==> src/rtl/hazard_pkg.sv <==
// Shared encodings for the pipeline hazard unit: controller states,
// operand forward selects and execute-stage writeback selects.
package hazard_pkg;

    typedef enum logic [1:0] {
        RUN      = 2'd0,
        BR_FLUSH = 2'd1,
        MEM_WAIT = 2'd2
    } hazard_state_e;

    localparam logic [1:0] FWD_RF  = 2'b00;
    localparam logic [1:0] FWD_MEM = 2'b01;
    localparam logic [1:0] FWD_WB  = 2'b10;

    localparam logic [1:0] WB_ALU  = 2'b00;
    localparam logic [1:0] WB_LOAD = 2'b01;
    localparam logic [1:0] WB_PC4  = 2'b10;
    localparam logic [1:0] WB_IMM  = 2'b11;

endpackage

==> src/rtl/forward_sel.sv <==
// Forward-select for one execute-stage operand; the memory-stage producer
// is younger than the writeback one, so it wins when both match.
module forward_sel
    import hazard_pkg::*;
#(
    parameter int REG_AW = 5
) (
    input  logic [REG_AW-1:0] raddr,
    input  logic [REG_AW-1:0] waddr_m,
    input  logic              reg_wr_m,
    input  logic [REG_AW-1:0] waddr_w,
    input  logic              reg_wr_w,
    output logic [1:0]        fwd
);

    // x0 is hard-wired to zero, so it never sources a forward.
    always_comb begin
        fwd = FWD_RF;
        if (reg_wr_m && (waddr_m != '0) && (waddr_m == raddr)) begin
            fwd = FWD_MEM;
        end else if (reg_wr_w && (waddr_w != '0) && (waddr_w == raddr)) begin
            fwd = FWD_WB;
        end
    end

endmodule

==> src/rtl/hazard_unit.sv <==
// Pipeline hazard unit: operand forwarding, load-use stall, branch redirect
// flush and data-memory wait. Define HAZARD_PERF_CNT_EN to add stall/flush counters.
module hazard_unit
    import hazard_pkg::*;
#(
    parameter int REG_AW = 5,
    parameter int CNT_W  = 32
) (
    input  logic              clk,
    input  logic              rst,
    input  logic [REG_AW-1:0] raddr1D,
    input  logic [REG_AW-1:0] raddr2D,
    input  logic [REG_AW-1:0] raddr1E,
    input  logic [REG_AW-1:0] raddr2E,
    input  logic [REG_AW-1:0] waddrE,
    input  logic [REG_AW-1:0] waddrM,
    input  logic [REG_AW-1:0] waddrW,
    input  logic              reg_wrE,
    input  logic              reg_wrM,
    input  logic              reg_wrW,
    input  logic [1:0]        wb_selE,
    input  logic              br_taken,
    input  logic              mem_busy,
    output logic [1:0]        For_A,
    output logic [1:0]        For_B,
    output logic              Stall,
    output logic              FlushD,
    output logic              FlushE
`ifdef HAZARD_PERF_CNT_EN
    ,
    output logic [CNT_W-1:0]  stall_cnt,
    output logic [CNT_W-1:0]  flush_cnt
`endif
);

    hazard_state_e state;
    hazard_state_e next_state;
    logic          pending;
    logic          pending_next;
    logic          load_use;

    forward_sel #(.REG_AW(REG_AW)) u_fwd_a (
        .raddr    (raddr1E),
        .waddr_m  (waddrM),
        .reg_wr_m (reg_wrM),
        .waddr_w  (waddrW),
        .reg_wr_w (reg_wrW),
        .fwd      (For_A)
    );

    forward_sel #(.REG_AW(REG_AW)) u_fwd_b (
        .raddr    (raddr2E),
        .waddr_m  (waddrM),
        .reg_wr_m (reg_wrM),
        .waddr_w  (waddrW),
        .reg_wr_w (reg_wrW),
        .fwd      (For_B)
    );

    assign load_use = (wb_selE == WB_LOAD) && reg_wrE && (waddrE != '0) &&
                      ((waddrE == raddr1D) || (waddrE == raddr2D));

    always_ff @(posedge clk or negedge rst) begin
        if (!rst) begin
            state   <= RUN;
            pending <= 1'b0;
        end else begin
            state   <= next_state;
            pending <= pending_next;
        end
    end

    // pending remembers a second-cycle branch flush swallowed by a memory wait.
    always_comb begin
        next_state   = state;
        pending_next = 1'b0;
        if (mem_busy) begin
            next_state   = MEM_WAIT;
            pending_next = pending || (state == BR_FLUSH);
        end else begin
            case (state)
                RUN, MEM_WAIT: next_state = br_taken ? BR_FLUSH : RUN;
                BR_FLUSH:      next_state = RUN;
                default:       next_state = RUN;
            endcase
        end
    end

    // Leaving MEM_WAIT behaves like RUN, except an owed flush goes out first
    // unless a fresh branch already flushes both stages.
    always_comb begin
        Stall  = 1'b0;
        FlushD = 1'b0;
        FlushE = 1'b0;
        if (rst) begin
            if (mem_busy) begin
                Stall = 1'b1;
            end else begin
                case (state)
                    RUN, MEM_WAIT: begin
                        if (br_taken) begin
                            FlushD = 1'b1;
                            FlushE = 1'b1;
                        end else if ((state == MEM_WAIT) && pending) begin
                            FlushD = 1'b1;
                        end else if (load_use) begin
                            Stall  = 1'b1;
                            FlushE = 1'b1;
                        end
                    end
                    BR_FLUSH: FlushD = 1'b1;
                    default: begin
                        Stall  = 1'b0;
                        FlushD = 1'b0;
                        FlushE = 1'b0;
                    end
                endcase
            end
        end
    end

`ifdef HAZARD_PERF_CNT_EN
    always_ff @(posedge clk or negedge rst) begin
        if (!rst) begin
            stall_cnt <= '0;
            flush_cnt <= '0;
        end else begin
            if (Stall) begin
                stall_cnt <= stall_cnt + CNT_W'(1);
            end
            if (FlushD || FlushE) begin
                flush_cnt <= flush_cnt + CNT_W'(1);
            end
        end
    end
`endif

endmodule

==> config.mk <==
export PLATFORM = sky130hd
export DESIGN_NAME = hazard_unit
export DESIGN_NICKNAME = d
export VERILOG_FILES = /design/src/rtl/hazard_pkg.sv /design/src/rtl/forward_sel.sv /design/src/rtl/hazard_unit.sv
export SDC_FILE = /design/constraint.sdc
export NUM_CORES = 1
export LEC_CHECK = 0
export CORE_AREA = 2 2 39 41
export DETAILED_ROUTE_END_ITERATION = 12
export DIE_AREA = 0 0 41 43
export DONT_BUFFER_PORTS = 1
export GPL_ROUTABILITY_DRIVEN = 0
export GPL_TIMING_DRIVEN = 0
export SYNTH_ARGS = -nofsm -noshare
export SYNTH_HDL_FRONTEND = slang
export SYNTH_SLANG_ARGS = --single-unit
==> constraint.sdc <==
create_clock -name clk -period 2.25 [get_ports clk]
set_input_delay 0.45 -clock clk [delete_from_list [all_inputs] [get_ports clk]]
set_output_delay 0.45 -clock clk [all_outputs]
set_load 0.1 [all_outputs]
==> flow_summary.yaml, run 1 <==
floorplan:
  num_rows: 14
  dieArea_um2: 1760
  die_w_um: 41
  core_um2: 1380
  initial_utilization_pct: 40.1
  chipHeight_um: 43
  ioPinCount: 51
timing:
  slew_violations: 0
  holdWs_ns: 0.250
  report.final.hold_viol_count: 0
  finalCriticalPeriod_ns: 3.03
  fin_crit_sh_pct: 135
  finalSetupViolations: 5
  relSlewSlack_pct: 7.31
  setup_slack_ns: -0.780
  tightest_slew_ns: 1.38
  max_freq_mhz: 330
  rsz0062_at_grt: "true"
  finClkSkew_ns: 0.00306
place:
  place_ws_ns: -0.622
  place_area_um2: 712
  dp_cells: 83
  port_buffers: 0
synth:
  yosys_warnings: 0
  synthArstFlopShare_pct: 100
  netlist_area_um2: 554
  ys_types: 22
  synth_top_area_share_pct: 37.9
  synth_ff_type: "dfrtp_1"
  synth_fp_nets: 111
  ys_top_cells_by_count: "xor2_1, nor2_1, xnor2_1"
  synth-edff-count: 0
  synth_cells: 67
  synth.avg_cell_area_um2: 8.27
  ys_ff_latch: 3
  synthMostInstantiatedCell: "xor2_1"
  seq_area_frac_synth_pct: 13.5
  synth_top_cell_by_area: "xor2_1"
  synth_area_leaders: "xor2_1, dfrtp_1, xnor2_1"
route:
  drtAntennaViolNets: 0
  avgViaCountPerCell: 5.99
  wl_um: 1620
  dr.pass1.iters: 2
  wire_per_inst_um: 17.2
  drtIter0Drc: 5
  dr_total_vias: 563
  remaining_drc_errors: 0
clocking:
  max-clock-path-buffers: 2
  cts_tree: "yes"
  clk_pin_slew_worst_paths_ns: 0.04
  clock_latency_ns: 0.23
  htree_levels: 1
  clock_sinks: 3
  root_buffer: "clkbuf_4"
  cts_made_buffers: 3
flow_run:
  maxCapViolCount: 0
setup_path:
  crit_buf_inv: 2
  crit_arrival_ns: 2.58
  path_class: "in2out"
  ff2ff_setup_slack_ns: 1.37
  crit-reg2reg-capture: "pending"
  critPathMaxStageDelay_ns: 0.99
  crit_chain: "or4_4 > o21ai_4 > nor4_4 > buf_16 > clkbuf_2 > nor4_4"
  rr_startpoint: "state[1]"
  worst_path_most_repeated_cell: "nor4_4"
  path_max_fanout: 3
  crit_slowest_cell: "nor4_4"
  crit_required_ns: 1.80
  r2r_cells: 4
  critPathCaptureType: "output port"
  start_kind: "primary input"
  critPathTopFamily: "simple AND/OR/NAND/NOR gates"
layout:
  fin_area_um2: 912
  antenna_cells: 0
  nets: 123
  area_growth_pct: 64.6
  fill_cells: 121
  drive_gt1_share_pct: 38.5
  finalNonFillerCells: 94
worst_hold_path:
  hold_path_startpoint: "mem_busy"
  hold_class: "in2reg"
  holdPathStages: 0
  hold-path-endpoint: "state[1]"
status:
  violations: "setup timing"
  status: "finished with violations"
grt:
  grt_max_degree: 6
  grt.total_usage_pct: 18.1
  overflow: 0
  grt_pass1_wl_um: 2170
  antenna_found_initial: 0
  grt_pass1_vias: 641
power_and_ir_drop:
  finalPower_uw: 299
  powerDensity_nw_per_um2: 328
  p_leak_nw: 0.359
  ir_drop_uv: 154
[worst reg2reg max path, stage by stage, from the launching register on]
cell and delay [ns]:
dfrtp_1 0.37, buf_4 0.14, nor2_1 0.15, nor2_1 0.06, nor2_1 0.09
[layout by cell type, fill, tap and decap left out]
master / count
o21ai_4: 1
o41ai_4: 2
clkbuf_4: 3
nor4_4: 4
nor3_2: 2
buf_4: 3
a31oi_1: 1
clkbuf_1: 1
a22oi_2: 1
xor2_1: 24
o21ai_2: 1
nand2_1: 2
and3_1: 1
a21oi_1: 1
dfrtp_2: 1
nand3_2: 2
or4_1: 4
buf_6: 1
nor2_1: 6
dfrtp_1: 2
inv_1: 2
o21ai_1: 1
xnor2_4: 6
buf_16: 1
nand4b_1: 1
clkbuf_2: 1
dlygate4sd3_1: 1
o211a_1: 1
or4_4: 1
[per-stage QoR]
| step | TNS (ns) | utilization [%] |
|---|---|---|
| 2_1_floorplan | -1.92 | - |
| 3_3_place_gp | -2.20 | 51.4 |
| 3_5_place_dp | -2.29 | 51.4 |
| 4_1_cts | -2.22 | 61.6 |
| 5_1_grt | -2.39 | 65.9 |
| 6_report | -2.23 | 65.9 |
[sequential cells by signal, indices dropped and copies added, names as in the netlist]
signal,count
state,2
pending,1
[kinds of logic after synthesis]
group                  synth area share, %
XOR/XNOR                              47.4
AND/OR/NAND/NOR                       26.0
AO/OA/AOI/OAI                         11.7
buffers and inverters                 1.35
flip-flops                            13.5
[layer usage]
layer | vias to the layer above | track usage, % | routed length, um
met1 | 271 | 9.77 | 434
met2 | 31 | 40.9 | 1010
li1 | 261 | - | -
met5 | - | 0 | 0
met3 | 0 | 3.66 | 168
met4 | 0 | 8.00 | 0
[report_power, final]
group          switching (mW)  total (mW)  internal [mW]
combinational          0.0779       0.149         0.0709
clock                  0.0250      0.0913         0.0663
sequential            0.00153      0.0588         0.0572
[worst max path at each step]
stage	start	to	slack [ns]	cells after the start
after floorplan	waddrM[1]	For_A[1]	-0.58	4
after global placement	waddrM[1]	For_B[1]	-0.62	4
final	waddrM[1]	For_B[1]	-0.78	6
after global routing	waddrM[1]	For_B[1]	-0.81	6
after detailed placement	waddrM[1]	For_A[1]	-0.62	4
after CTS	waddrM[1]	For_A[1]	-0.62	4
[cell type report]
class / instances / area, um^2 / share of cell area, %
tap: 16 / 20.0 / 2.19
timing repair buffer: 7 / 76.3 / 8.37
inverter: 2 / 7.51 / 0.823
sequential: 3 / 76.3 / 8.37
clock buffer: 4 / 26.3 / 2.88
multi-input combinational: 62 / 706 / 77.4
[repair_timing]
item	4_1_cts	5_1_grt
hold endpoints to repair	3	0
gates resized for setup	12	2
buffers inserted	3	0
hold buffers	1	0
pin swaps	11	5
setup endpoints to repair	6	5
Power figures use the tool's default switching activity.
==> run 2, diff against run 1 <==
--- a/config.mk
+++ b/config.mk
@@ -5,6 +5,7 @@
 export SDC_FILE = /design/constraint.sdc
 export NUM_CORES = 1
 export LEC_CHECK = 0
+export ABC_AREA = 0
 export CORE_AREA = 2 2 39 41
 export DETAILED_ROUTE_END_ITERATION = 12
 export DIE_AREA = 0 0 41 43
==> results of run 2 <==
Same layout as run 1: the final DEF is identical, and so are final timing and power.
